`config.mk`:
```
export PLATFORM = sky130hd
export DESIGN_NAME = stopwatch_ctrl
export DESIGN_NICKNAME = d
export VERILOG_FILES = /design/src/rtl/stopwatch_ctrl.sv
export SDC_FILE = /design/constraint.sdc
export NUM_CORES = 1
export LEC_CHECK = 0
export CAP_MARGIN = 20
export CORE_AREA = 4 4 85 87
export DETAILED_ROUTE_END_ITERATION = 6
export DIE_AREA = 0 0 89 91
export PLACE_DENSITY_LB_ADDON = 0.12
export SYNTH_ARGS = -nofsm -noshare
export SYNTH_HDL_FRONTEND = slang
export SYNTH_SLANG_ARGS = --single-unit
```
`constraint.sdc`:
```
create_clock -name clk -period 1.68 [get_ports clk]
set_input_delay 0.504 -clock clk [delete_from_list [all_inputs] [get_ports clk]]
set_output_delay 0.504 -clock clk [all_outputs]
set_load 0.02 [all_outputs]
```
`src/rtl/stopwatch_ctrl.sv`:
```
// Stopwatch sequencing controller: run/pause/lap/clear state machine,
// count-tick prescaler, cascaded decade-counter enables and a lap-freeze
// display path.  The digit counters themselves live outside this block.
module stopwatch_ctrl #(
    parameter int TICK_DIV = 1000,
    parameter int N_DIG    = 4
) (
    input  logic               clk,
    input  logic               rst,
    input  logic               i_start_stop,
    input  logic               i_lap,
    input  logic               i_clear,
    input  logic [N_DIG-1:0]   i_dig_ovf,
    input  logic [4*N_DIG-1:0] i_dig_count,
    output logic [N_DIG-1:0]   o_dig_enb,
    output logic               o_dig_clr,
    output logic [4*N_DIG-1:0] o_disp,
    output logic [1:0]         o_state,
    output logic               o_running,
    output logic               o_rollover
);

    localparam int PRE_W = (TICK_DIV > 1) ? $clog2(TICK_DIV) : 1;
    localparam logic [PRE_W-1:0] PRE_MAX = PRE_W'(TICK_DIV - 1);
    localparam logic [PRE_W-1:0] PRE_ONE = PRE_W'(1);

    typedef enum logic [1:0] {
        ST_IDLE  = 2'b00,
        ST_RUN   = 2'b01,
        ST_PAUSE = 2'b10,
        ST_LAP   = 2'b11
    } state_t;

    state_t               state_r;
    state_t               state_nxt_s;
    logic [PRE_W-1:0]     pre_cnt_r;
    logic                 tick_r;
    logic [4*N_DIG-1:0]   lap_r;
    logic                 dig_clr_r;
    logic                 running_r;
    logic                 acc_clear_s;
    logic                 start_s;
    logic                 capture_s;
    logic                 running_s;
    logic                 chain_s;
    logic [N_DIG-1:0]     dig_enb_s;
    logic                 roll_s;

    // Decode which pulse (if any) is accepted this cycle, by priority and legality
    always_comb begin
        state_nxt_s = state_r;
        acc_clear_s = 1'b0;
        start_s     = 1'b0;
        capture_s   = 1'b0;
        running_s   = (state_r == ST_RUN) || (state_r == ST_LAP);
        case (state_r)
            ST_IDLE: begin
                if (i_clear) begin
                    acc_clear_s = 1'b1;
                end else if (i_start_stop) begin
                    state_nxt_s = ST_RUN;
                    start_s     = 1'b1;
                end else begin
                    state_nxt_s = ST_IDLE;
                end
            end
            ST_RUN: begin
                if (i_start_stop) begin
                    state_nxt_s = ST_PAUSE;
                end else if (i_lap) begin
                    state_nxt_s = ST_LAP;
                    capture_s   = 1'b1;
                end else begin
                    state_nxt_s = ST_RUN;
                end
            end
            ST_LAP: begin
                if (i_start_stop) begin
                    state_nxt_s = ST_PAUSE;
                end else if (i_lap) begin
                    state_nxt_s = ST_RUN;
                end else begin
                    state_nxt_s = ST_LAP;
                end
            end
            ST_PAUSE: begin
                if (i_clear) begin
                    state_nxt_s = ST_IDLE;
                    acc_clear_s = 1'b1;
                end else if (i_start_stop) begin
                    state_nxt_s = ST_RUN;
                end else begin
                    state_nxt_s = ST_PAUSE;
                end
            end
            default: begin
                state_nxt_s = ST_IDLE;
            end
        endcase
    end

    // State, prescaler, tick, lap capture and clear pulse registers
    always_ff @(posedge clk or negedge rst) begin
        if (!rst) begin
            state_r   <= ST_IDLE;
            running_r <= 1'b0;
            pre_cnt_r <= {PRE_W{1'b0}};
            tick_r    <= 1'b0;
            lap_r     <= {(4*N_DIG){1'b0}};
            dig_clr_r <= 1'b0;
        end else begin
            state_r   <= state_nxt_s;
            running_r <= (state_nxt_s == ST_RUN) || (state_nxt_s == ST_LAP);
            dig_clr_r <= acc_clear_s;
            if (capture_s) begin
                lap_r <= i_dig_count;
            end else begin
                lap_r <= lap_r;
            end
            // A fresh start or a clear restarts the tick period from zero;
            // a pause simply holds the partial period.
            if (acc_clear_s || start_s) begin
                pre_cnt_r <= {PRE_W{1'b0}};
                tick_r    <= 1'b0;
            end else if (running_s) begin
                if (pre_cnt_r == PRE_MAX) begin
                    pre_cnt_r <= {PRE_W{1'b0}};
                    tick_r    <= 1'b1;
                end else begin
                    pre_cnt_r <= pre_cnt_r + PRE_ONE;
                    tick_r    <= 1'b0;
                end
            end else begin
                pre_cnt_r <= pre_cnt_r;
                tick_r    <= 1'b0;
            end
        end
    end

    // Ripple-style cascade: digit k counts when the tick is up and all lower digits sit at 9
    always_comb begin
        chain_s   = tick_r;
        dig_enb_s = {N_DIG{1'b0}};
        for (int k = 0; k < N_DIG; k++) begin
            dig_enb_s[k] = chain_s;
            chain_s      = chain_s & i_dig_ovf[k];
        end
        roll_s = chain_s;
    end

    assign o_dig_enb  = dig_enb_s;
    assign o_rollover = roll_s;
    assign o_dig_clr  = dig_clr_r;
    assign o_state    = state_r;
    assign o_running  = running_r;
    assign o_disp     = (state_r == ST_LAP) ? lap_r : i_dig_count;

endmodule

```
======== Yosys cells after proc, flatten, opt, wreduce, memory -nomap -nowiden ========
Cells that the tools add are included.
word-level totals
  logic and storage cells ................. 47
  bits in registers ....................... 31
cells by class
  eq/ne operators ......................... 6
  mux-type cells .......................... 24
  reduce and logical (&&, ||, !) cells .... 6
  bitwise logic cells ..................... 4
  add/sub/neg operators ................... 1
operators by type and width
  kind                                                 count
  two-way mux 10 bit                                   3
  two-way mux 16 bit                                   1
  two-way mux 2 bit                                    7
  two-way mux 1 bit                                    12
  adder 10 x 1 -> 10 bit, second input constant        1
  equality test 10 bit, second input constant          1
  case mux 2 bit (4 select lines)                      1
  equality test 2 bit, second input constant           3
  AND 1 bit                                            4
  equality test 2 x 1 -> 1 bit, second input constant  2
  logical OR 1 bit                                     3
  zero test 2 bit                                      1
  nonzero test 2 bit                                   1
  OR reduction 2 bit                                   1

======== Depth between registers and ports, before layout ========
Gate-level depths: netlist (run 1).
  word-level depth ........................ 5
  gate-level depth with buffers ........... 5

======== Worst setup path after synthesis (run 1) ========
No wires, ideal clock.
  kind .................................... reg-to-output
  start ................................... register with a tool-made name
  end ..................................... output o_disp[10]
  required time ........................... 1.176 ns
  setup slack ............................. -0.286 ns
  buffers on the path ..................... 2
  cell stages (with the launch flop) ...... 5
  arrival ................................. 1.462 ns
  cell sequence ........................... dfrtp_1 -> buf_2 -> nand2_1 -> buf_2 -> mux2_2
RTL lines
  element    line  RTL
  to (decl)  17    output logic [4*N_DIG-1:0] o_disp,

==> impl_results.md, run 1 <==
* Status: finished, violations left
* Failing checks: setup timing
* Syn_nets at 159
* Clock Sinks at 30
* Post-route ant nets at 0
* # rows at 29
* RSZ-0062 raised after global routing: true
* Max-cap viol count at 0
* Largest net degree at the start of global routing at 31
* Sw Ratio at 0.275
* Post-Synth XOR/XNOR Area at 0.00559
* GR Overflow Total at 0
* Fmax at 520 MHz
* Maximum VDD drop at 0.380 mV
* Final #Nets at between 200 and 250
* WS Path Type: reg -> out
* Synth Cell Area at between 1500 and 2000 sq um
* Drt wl/cell at 14.6 um
* CTS Buf Count at 5
* Number of global-route vias before repair at 1297
* Drt first pass iters at 4
* Port Buffers at 49
* Combinational power share at 0.301
* Syn Area/Cell at 11.8 sq um
* Detailed Route Iter0 Violations at 15
* Switching Power at 614 uW
* EDFF count, synth at 0
* Clock buffer depth at 2
* Synth top area share at 0.479
* Final Wtd Congestion at 0.726
* Largest family of logic cells by synthesized area: multiplexers
* Leak Pwr at 0.00119 uW
* Core area at between 6000 and 7000 sq um
* Clk network pwr share at 0.263
* Post-DP HPWL at between 2000 and 3000 um
* Post-Synth Simple-Gate Area at 0.132
* Hold Crit Class: reg -> reg
* Adder-cell share of the synthesized area at 0.00798
* Initial antenna violation count at 0
* Total number of vias at ~1300
* Mapped Cells at 133
* Crit path required time at 1.18 ns
* Data arrival, critical path at 1.42 ns
* Largest area contributor in the netlist: dfrtp_1
* Post-detailed-routing wire length at 4030 um
* Endpoints failing hold at 0
* CP Max Fanout at 6
* Clk_skew at about 0.003 ns
* Post-route insts no fill at 277
* Sequential power share at 0.436
* Final Cycle Share at 1.14
* Fillers at 623
* First-pass GRT wire length at roughly 6300 um
* Drt drc at 0
* Commonest non-fill, non-tap cell in the layout: dfrtp_1
* Final min period at 1.92 ns
* Unique masters post-synth at 39
* Vias/cell at 4.63
* Register area at around 750 sq um
* Crit end category: output port
* # IOs at 50
* H-tree levels at 2
* Ranking of synthesized cells by area: dfrtp_1 48%, mux2_2 18%, mux2_1 5.7%
* Hold WS at 0.486 ns
* CTS Hold Bufs at 0
* Setup ws final at -0.242 ns
* Ys flop type: dfrtp_1
* Post-route core utilization at 0.398
* Reg2reg setup slack at 0.07 ns
* Final antenna diode count at 0
* Synth Register Bits at 30
* Synth Area in Compound Gates at 0.0934
* Tightest Pin Transition at 0.327 ns
* Clock transition at the registers of the reported paths at around 0.06 ns
* Worst R2R Start: o_state[1]
* Endpoints failing setup at 16
* Seq/Total Area, Yosys at 0.479
* Die height at 91 um
* Worst skew pair latency at 0.28 ns
* Yosys Warn Count at 0
* Share of post-route cells with drive strength above 1 at 0.435
* Ys async rst share at 1.00
* Min-Delay Startpoint: lap_r[7]
* Total track usage at 0.0992
* Die width at around 89 um
* Area of the multi-input gates at 855 sq um
* CTS tree: yes
* Int Power at approximately 1600 uW
* Crit start category: flop
* DP Cell Count at 261
* Post-route setup TNS at -3.61 ns
* Area grow syn2layout at 61.2%
* Initial Utilization at 0.247
* Most frequent cells in the layout: 28 x dfrtp_1, 21 x buf_6, 19 x clkdlybuf4s50_1
* Multiplexer area fraction after synthesis at 0.243
* Max-slew violations at 0
* Slew margin rel. at 0.782
* Die area at 8100 sq um
* Pwr per Cell Area at 884 nW/um^2
* Root buffer cell: clkbuf_8
==> routing by layer <==
layer  up-vias  GRT usage  wire length, um
met5         -          0                0
met4         0     0.0335               71
met3         8     0.0290              279
met2        37      0.172             2020
met1       623      0.115             1670
li1        614          -                -
==> per-stage QoR <==
stage               area [sq um]  worst slack (ns)  total power [uW]
floorplan                   1640           0.00602              1340
global placement            2260            -0.699              1560
detailed placement          2260            -0.741              1590
CTS                         2530            -0.254              2270
global route                2530            -0.279              2360
finish                      2530            -0.242              2240
==> path summary, 6_finish.rpt <==
kind | end | cells past startpoint
worst min-delay path | lap_r[7] | 1
min in group asynchronous | lap_r[10] | 2
worst max register to register | lap_r[2] | 6
max in group asynchronous | asynchronous set/reset pin | 2
worst max-delay path | o_disp[1] | 4
worst min register to register | lap_r[7] | 1
==> critical path: stages, from the launching register on <==
cell,delay (ns)
dfrtp_2,0.46
nand2_8,0.11
buf_12,0.13
mux2_4,0.30
buf_6,0.13
==> cell usage after synthesis, drive strengths merged, types with 2 or more instances <==
| library cell | instances |
|---|---|
| a21o | 2 |
| buf | 5 |
| mux2 | 33 |
| a22o | 3 |
| dfrtp | 30 |
| nand3 | 5 |
| o21ai | 4 |
| nand2 | 10 |
| and3 | 6 |
| clkbuf | 2 |
| a21oi | 3 |
| o211ai | 2 |
| and2 | 2 |
| inv | 4 |
| nor2 | 5 |
==> power groups by stage <==
stage / Combinational, uW / Clock (uW) / Sequential (uW)
after floorplan: 359 / 0 / 977
after global placement: 587 / 0 / 977
after detailed placement: 600 / 0 / 987
after CTS: 675 / 621 / 978
after global routing: 722 / 650 / 993
final: 673 / 588 / 975
==> logic make-up (layout without fill, tap and decap cells) <==
logic type | count (synthesis) | count (layout)
AOI/OAI and AO/OA | 20 | 20
xor gates and xnor gates | 1 | 1
adders and majority gates | 1 | 1
buffers and inverters | 11 | 78
DFF | 30 | 30
muxes | 34 | 34
and+or+nand+nor | 36 | 36
==> registers in the layout, summed over array words and instances (netlist names), named ones only <==
signal	flops
tick_r	1
o_state	1
o_dig_clr	1
lap_r	16
pre_cnt_r	10
==> final cells by class <==
cell class	instances	area share
multi-input cells	92	0.338
flip-flops and latches	30	0.298
repair buffers	66	0.284
well taps	77	0.0381
clock buffers	7	0.0342
inverters	4	0.00594
clock inverters	1	0.00198
==> repair_timing <==
action,in CTS,in global routing
setup endpoints to repair,41,29
pin swaps,6,3
setup buffers,5,1
gates cloned,2,0
resized for setup,146,7
Power figures use the tool's default switching activity.
==> run 2: changes to the inputs <==
--- a/config.mk
+++ b/config.mk
@@ -6,9 +6,9 @@
 export NUM_CORES = 1
 export LEC_CHECK = 0
 export CAP_MARGIN = 20
-export CORE_AREA = 4 4 85 87
+export CORE_AREA = 4 4 65 112
 export DETAILED_ROUTE_END_ITERATION = 6
-export DIE_AREA = 0 0 89 91
+export DIE_AREA = 0 0 69 116
 export PLACE_DENSITY_LB_ADDON = 0.12
 export SYNTH_ARGS = -nofsm -noshare
 export SYNTH_HDL_FRONTEND = slang
==> impl_results.md, run 2 (same netlist as run 1, synthesis figures left out) <==
* Status: finished, violations left (unchanged)
* Failing checks: setup timing (unchanged)
* Hold Crit Class: reg -> reg (unchanged)
* Drt drc at 0 (unchanged)
* Clock transition at the registers of the reported paths at 0.05 ns (was 0.06 ns)
* Post-DP HPWL at 2850 um (was 2810 um)
* Reg-to-reg endpoint: lap_r[2] (unchanged)
* Final antenna diode count at 0 (unchanged)
* Fillers at 632 (was 623)
* Core area at 6440 sq um (was 6350 sq um)
* Max-cap viol count at 0 (unchanged)
* Total track usage at 0.105 (was 0.0992)
* Vias/cell at 4.64 (was 4.63)
* Largest delay share family, worst path: flip-flops (unchanged)
* Reg2reg setup slack at -0.13 ns (was 0.07 ns)
* Tightest Pin Transition at 0.293 ns (was 0.327 ns)
* Leak Pwr at 0.00119 uW (about the same)
* Drt first pass iters at 4 (unchanged)
* Switching Power at 667 uW (was 614 uW)
* Pwr per Cell Area at 974 nW/um^2 (was 884 nW/um^2)
* Design area at 2550 sq um (was 2530 sq um)
* Die width at 69 um (was 89 um)
* CTS tree: yes (unchanged)
* Clk_skew at 0.00600 ns (was 0.00308 ns)
* Crit path cell chain: nand2_8, mux2_4, buf_6 (was nand2_8, buf_12, mux2_4, buf_6)
* Int Power at 1820 uW (was 1620 uW)
* Max-slew violations at 0 (unchanged)
* Combinational power share at 0.263 (was 0.301)
* Final Cycle Share at 1.12 (was 1.14)
* Post-detailed-routing wire length at 4160 um (was 4030 um)
* Register area at 753 sq um (unchanged)
* Slowest cell on crit path: dfrtp_2 (unchanged)
* First-pass GRT wire length at 6760 um (was 6270 um)
* Area grow syn2layout at 62.7% (was 61.2%)
* Crit path required time at 1.18 ns (about the same)
* Commonest non-fill, non-tap cell in the layout: dfrtp_1 (unchanged)
* Crit end category: output port (unchanged)
* Final #Nets at 226 (was 225)
* Maximum VDD drop at 0.328 mV (was 0.380 mV)
* Clock buffer depth at 2 (unchanged)
* Endpoints failing setup at 34 (was 16)
* Final Wtd Congestion at 0.778 (was 0.726)
* Worst skew pair latency at 0.27 ns (was 0.28 ns)
* CTS Buf Count at 5 (unchanged)
* Setup ws final at -0.194 ns (was -0.242 ns)
* Initial antenna violation count at 0 (unchanged)
* Largest net degree at the start of global routing at 31 (unchanged)
* Min-Delay Startpoint: lap_r[6] (was lap_r[7])
* Slew margin rel. at 0.802 (was 0.782)
* WS Path Type: reg -> out (unchanged)
* Max reg flops at 16 (unchanged)
* Detailed Route Iter0 Violations at 29 (was 15)
* Port Buffers at 49 (unchanged)
* Initial Utilization at 0.243 (was 0.247)
* Post-route ant nets at 0 (unchanged)
* Drt wl/cell at 14.7 um (was 14.6 um)
* Clk network pwr share at 0.337 (was 0.263)
* Root buffer cell: clkbuf_16 (was clkbuf_8)
* Data arrival, critical path at 1.37 ns (was 1.42 ns)
* Most frequent cells in the layout: 28 x dfrtp_1, 20 x clkdlybuf4s50_1, 18 x buf_6 (was 28 x dfrtp_1, 21 x buf_6, 19 x clkdlybuf4s50_1)
* RSZ-0062 raised after global routing: true (unchanged)
* Sequential power share at 0.400 (was 0.436)
* CP Max Fanout at 8 (was 6)
* Largest Register: lap_r (unchanged)
* # rows at 39 (was 29)
* Die area at 8000 sq um (was 8100 sq um)
* Fmax at 533 MHz (was 520 MHz)
* Post-route insts no fill at 283 (was 277)
* Hold Path End: lap_r[6] (was lap_r[7])
* # IOs at 50 (unchanged)
* Largest registers: lap_r: 16 flops, pre_cnt_r: 10 flops (unchanged)
* Placed Instance Area at 2260 sq um (about the same)
* Sw Ratio at 0.269 (was 0.275)
* Post-route core utilization at 0.396 (was 0.398)
* Number of global-route vias before repair at 1392 (was 1297)
* DP Cell Count at 266 (was 261)
* Worst path buffer plus inverter count at 1 (was 2)
* Worst Hold Path Cells at 1 (unchanged)
* Clock Sinks at 30 (unchanged)
* Crit start category: flop (unchanged)
* Area of the multi-input gates at 905 sq um (was 855 sq um)
* Delay of the slowest critical-path stage at 0.49 ns (was 0.46 ns)
* Endpoints failing hold at 0 (unchanged)
* Share of post-route cells with drive strength above 1 at 0.443 (was 0.435)
* Total number of vias at 1312 (was 1282)
* GR Overflow Total at 0 (unchanged)
* Die height at 116 um (was 91 um)
* Final min period at 1.87 ns (was 1.92 ns)
* R2R cell count at 7 (was 6)
* H-tree levels at 2 (unchanged)
-- run 2: power by group through the flow --
stage	Sequential, uW	Clock (uW)	Combinational (uW)
2_1_floorplan	977	0	359
3_3_place_gp	977	0	585
3_5_place_dp	989	0	596
4_1_cts	990	875	644
5_1_grt	1020	903	707
6_report	993	838	652
-- run 2: area by class of cell --
class	instances	area share
Clock buffer	6	0.0505
Clock inverter	2	0.00392
Inverter	4	0.00589
Multi-Input combinational cell	94	0.355
Sequential cell	30	0.295
Tap cell	82	0.0402
Timing Repair Buffer	65	0.250
-- run 2: worst max-delay path by stage --
stage / from / end / cells past startpoint
after floorplan: flop / o_disp[10] / 4
after global placement: i_dig_ovf[0] / o_rollover / 4
after detailed placement: i_dig_ovf[0] / o_rollover / 4
after CTS: o_state[1] / o_disp[0] / 3
after global routing: flop / o_disp[2] / 3
final: flop / o_disp[2] / 3
-- run 2: what timing repair did --
item,in CTS,in global routing
endpoints found under the setup margin,41,45
gates resized for setup,148,6
hold buffers,0,0
setup buffers,4,3
pin swaps,5,3
hold endpoints to repair,0,0
gates cloned,1,1
-- run 2: metal layers --
layer	vias up	track usage	wire length, um
li1	623	-	-
met1	646	0.109	1570
met2	37	0.195	2310
met3	6	0.0278	191
met4	0	0.0482	91
met5	-	0	0
-- run 2: through the flow --
stage          worst slack (ns)  hold WS [ns]  power (uW)  TNS (ns)
3_5_place_dp             -0.741         0.479        1580    -19.09
4_1_cts                  -0.202         0.490        2510     -4.90
5_1_grt                  -0.229         0.504        2620     -6.26
2_1_floorplan           0.00602         0.208        1340         0
6_report                 -0.194         0.486        2480     -4.83
3_3_place_gp             -0.699         0.466        1560    -18.55
==> patch 1, RTL diff (flow settings as in run 2) <==
Reset style: synchronous (`rst`), changed in one clocked block.
--- a/src/rtl/stopwatch_ctrl.sv
+++ b/src/rtl/stopwatch_ctrl.sv
@@ -102,3 +102,3 @@
     // State, prescaler, tick, lap capture and clear pulse registers
-    always_ff @(posedge clk or negedge rst) begin
+    always_ff @(posedge clk) begin
         if (!rst) begin
Check against the original RTL: differs if rst is asserted again (counterexample within 4 cycles, from zero or initial values and one cycle with rst low); with rst held inactive, the same outputs for 10 cycles.
==> patch 1 against run 2 <==
  * The flow still finishes with violations (setup timing)
  * Synthesized area decreased by 4.3%
  * Cell area fell by 1.6%
  * Worst setup slack better by 81 ps
  * Via count rose by 7.9%
  * Cell count is 14% higher
  * Sequential cell count stayed put
  * Non-clock buffer count up 8
  * Wire length shrank 1.9%
  * Largest cell class unchanged
  * Highest routed layer unchanged
Power is not compared: it rests on default switching activity, and its combinational part moved more than twofold at a synthesized area within 25%.
==> patch 1: results (changes against run 2) <==
| Metric | Value |
|---|---|
| Final worst setup slack | `-113 ps (was -194 ps)` |
| Max_slew headroom | `66.8% (was 80.2%)` |
| P&R area growth vs syn | `67.3% (was 62.7%)` |
| Synth top cells by count | `36 x nand2_1, 30 x dfxtp_1, 17 x a21boi_0, 16 x mux2_2, 11 x nor2_1 (was 30 x dfrtp_1, 25 x mux2_2, 10 x nand2_1, 8 x mux2_1)` |
| M3 GR Usage | `2.69% (was 2.78%)` |
| Adder-cell area share of the yosys netlist | `0.834% (was 0.798%)` |
| Violated checks | `setup timing (unchanged)` |
| Synth top area cells | `dfxtp_1 40%, mux2_2 12%, nand2_1 9.0%, a21boi_0 8.5%, nor2_1 2.8% (was dfrtp_1 48%, mux2_2 18%, mux2_1 5.7%, nand2_1 2.4%, and3_1 2.0%)` |
| Setup TNS | `-1760 ps (was -4830 ps)` |
| XOR/XNOR Fraction of Synth Area | `3.50% (was 0.559%)` |
| Post-synthesis sequential area ratio | `40.0% (was 47.9%)` |
| Syn Inst Count | `170 (was 133)` |
| Final-stage net count | `265 (was 226)` |
| Largest net degree at the start of global routing | `18 (was 31)` |
| Initial DRC Count | `66 (was 29)` |
| Vias/cell | `4.39 (was 4.64)` |
| Final setup vio count | `16 (was 34)` |
| Asr flop ratio synth | `0% (was 100%)` |
| GR Layer Usage met2 | `20.2% (was 19.5%)` |
| Status | `complete, but fails checks (unchanged)` |
| Syn nets | `196 (was 159)` |
| FILL cells | `678 (was 632)` |
| Final wirelength | `4.08 mm (was 4.16 mm)` |
| Multi-input gate count | `128 (was 94)` |
| Mux cell area share after synthesis | `12.7% (was 24.3%)` |
| Synth Area in Compound Gates | `15.0% (was 9.34%)` |
| GRT Total Usage | `10.7% (was 10.5%)` |
| Met3 routed WL | `202 microns (was 191 microns)` |
| Placement Setup Slack | `-727 ps (was -741 ps)` |
patch 1: tightest hold or removal path: cells and delay by family, from the launching register on:
family	cells	cell delay, ps
flip-flops	1	300
AND/OR/NAND/NOR	1	50
AO/OA/AOI/OAI	1	50
patch 1: repair_timing:
item / 4_1_cts / 5_1_grt
hold buffers: 0 / 0
gates resized for setup: 155 / 16
pin swaps: 2 / 2
hold endpoints to repair: 0 / 0
setup endpoints to repair: 25 / 34
cloned: 1 / 1
setup buffers: 0 / 0
patch 1: path summary, 6_finish.rpt:
check | cells past startpoint | to | start | slack, ps
worst max-delay path | 4 | o_disp[15] | flop | -110
worst min-delay path | 2 | lap_r[5] | lap_r[5] | 450
worst max register to register | 5 | pre_cnt_r[8] | flop | 260
worst min register to register | 2 | lap_r[5] | lap_r[5] | 450
==> patch 2, RTL diff (settings of run 2) <==
Without the edit above. Set the parameter `TICK_DIV` to 250 (it was 1000).
--- a/src/rtl/stopwatch_ctrl.sv
+++ b/src/rtl/stopwatch_ctrl.sv
@@ -4,3 +4,3 @@
 module stopwatch_ctrl #(
-    parameter int TICK_DIV = 1000,
+    parameter int TICK_DIV = 250,
     parameter int N_DIG    = 4
Function: no difference found for any inputs over 10 cycles, from zero or initial values and one cycle with rst low; that may be too few to reach the edited logic, so the function may still have changed.
==> patch 2 against run 2 <==
  * The run still ends with setup timing left
  * Sequential power down 3.2%
  * Non-clock buffer count unchanged
  * Critical path type unchanged
  * Power down 1.1%
  * Via count down 8.8%
  * Wire length down 9.8%
  * Sequential share of layout area down 0.25 points
  * Register-to-register slack better by 150 ps
  * Cell area down 2.5%
  * Die area unchanged
  * Worst setup slack worse by 31 ps
  * Synthesized area down 6.1%
  * Sequential cell count down 1
==> patch 2: results (changes against run 2) <==
| Metric | Value |
|---|---|
| CTS Root Buffer Type | `clkbuf_16 (unchanged)` |
| Largest Register | `lap_r (unchanged)` |
| Adder-cell area share of the yosys netlist | `1.70% (was 0.798%)` |
| Yosys warns | `0 (unchanged)` |
| Avg WL per Cell | `13.5 microns (was 14.7 microns)` |
| Worst Skew | `3.06 ps (was 6.00 ps)` |
| WP data arrival | `1400 ps (was 1370 ps)` |
| Post-DP HPWL | `2.65 mm (was 2.85 mm)` |
| Peak supply drop | `0.430 mV (was 0.328 mV)` |
| Port bufs | `49 (unchanged)` |
| First-pass GRT wire length | `6.24 mm (was 6.76 mm)` |
| FILL cells | `638 (was 632)` |
| Clk_lat worst skew | `270 ps (about the same)` |
| Asr flop ratio synth | `100% (unchanged)` |
| Status | `complete, but fails checks (unchanged)` |
| Largest net degree at the start of global routing | `30 (was 31)` |
| GRT Total Usage | `9.66% (was 10.5%)` |
| Placement Setup Slack | `-756 ps (was -741 ps)` |
| Post-synthesis sequential area ratio | `49.3% (was 47.9%)` |
| Layout cells sized above 1 | `45.6% (was 44.3%)` |
| Violated checks | `setup timing (unchanged)` |
| Class of the tightest hold or removal check | `flop to flop (unchanged)` |
| Worst Tran Pin Value | `246 ps (was 293 ps)` |
| GP Congestion | `0.767 (was 0.778)` |
| Synth Area in Compound Gates | `7.06% (was 9.34%)` |
| Final worst setup slack | `-225 ps (was -194 ps)` |
| Largest register FFs | `16 (unchanged)` |
| Syn nets | `153 (was 159)` |
| Vias in the first global route | `1,270 (was 1,392)` |
| P_leak | `1.13 nW (was 1.19 nW)` |
| Synth top cells by count | `32 x mux2_2, 29 x dfrtp_1, 13 x o21ai_0, 12 x nand2_1, 5 x nor2_1 (was 30 x dfrtp_1, 25 x mux2_2, 10 x nand2_1, 8 x mux2_1)` |
| Initial antenna violation count | `0 (unchanged)` |
| Pre-Repair DR Iteration Count | `3 (was 4)` |
| Count of cell types in the netlist | `28 (was 39)` |
| Initial DRC Count | `29 (unchanged)` |
| Synth top area cells | `dfrtp_1 49%, mux2_2 24%, o21ai_0 4.4%, nand2_1 3.1%, ha_1 1.7% (was dfrtp_1 48%, mux2_2 18%, mux2_1 5.7%, nand2_1 2.4%, and3_1 2.0%)` |
| Mux cell area share after synthesis | `24.5% (was 24.3%)` |
| Critical path fanouts, max | `5 (was 8)` |
| Final-stage net count | `221 (was 226)` |
| Via Count | `1,197 (was 1,312)` |
| Final setup vio count | `16 (was 34)` |
| XOR/XNOR Fraction of Synth Area | `1.19% (was 0.559%)` |
-- patch 2: cell count changes after synthesis, sizes merged, moves of 3 or more --
cell / change
nand2: +3
o21ai: +9
nor3: +3
a22o: -3
and3: -3
-- patch 2: path summary, 6_finish.rpt --
kind / cells past startpoint / slack (ps) / to / from
max in group asynchronous: 2 / 900 / o_state[0] / rst
min in group asynchronous: 2 / 600 / lap_r[9] / rst
setup / recovery: 4 / -230 / o_disp[7] / o_state[0]
hold / removal: 1 / 500 / pre_cnt_r[7] / pre_cnt_r[7]
hold reg to reg: 1 / 500 / pre_cnt_r[7] / pre_cnt_r[7]
setup reg to reg: 6 / 20 / lap_r[12] / o_state[1]
-- patch 2: per-stage QoR --
stage | std cells | TNS, ps | hold slack, ps | cell area, sq um
2_1_floorplan | 126 | 0 | 208 | 1540
3_3_place_gp | 262 | -17010 | 487 | 2180
3_5_place_dp | 262 | -17710 | 495 | 2180
4_1_cts | 276 | -3890 | 508 | 2360
5_1_grt | 277 | -4840 | 513 | 2490
6_report | 277 | -3280 | 499 | 2490
-- patch 2: logic make-up after synthesis --
group,Yosys count
AO/OA/AOI/OAI,18
AND/OR/NAND/NOR,37
buffers and inverters,6
flip-flops,29
adder cells (fa/ha/maj),2
multiplexers,32
XOR/XNOR,2
-- patch 2: layout make-up --
type / instances / area (sq um) / area share (%)
Clock buffer: 6 / 129 / 5.18
Sequential cell: 29 / 728 / 29.3
Timing Repair Buffer: 65 / 713 / 28.7
Inverter: 2 / 7.51 / 0.302
Tap cell: 82 / 103 / 4.12
Clock inverter: 2 / 10.0 / 0.402
Multi-Input combinational cell: 91 / 797 / 32.0
-- patch 2: per-layer routing --
layer	global-route usage, %	wire [microns]
met1	10.6	1460
met2	18.2	2110
met3	2.78	141
met4	2.35	34
met5	0	0
-- patch 2: timing repair --
item / 4_1_cts / 5_1_grt
pin swaps: 5 / 3
buffers inserted: 5 / 0
gates resized for setup: 111 / 35
setup endpoints to repair: 41 / 37
cloned: 1 / 1
-- patch 2: report_power, final --
part	leakage [nW]	total, mW	switching, mW	internal, mW
Combinational	0.693	0.656	0.256	0.400
Clock	0.0706	0.839	0.297	0.542
Sequential	0.363	0.961	0.0932	0.867
-- patch 2: worst max-delay path, stage by stage (launching register included) --
cell,delay (ps)
dfrtp_2,440
nand2_8,110
clkbuf_16,150
mux2_4,300
buf_6,130
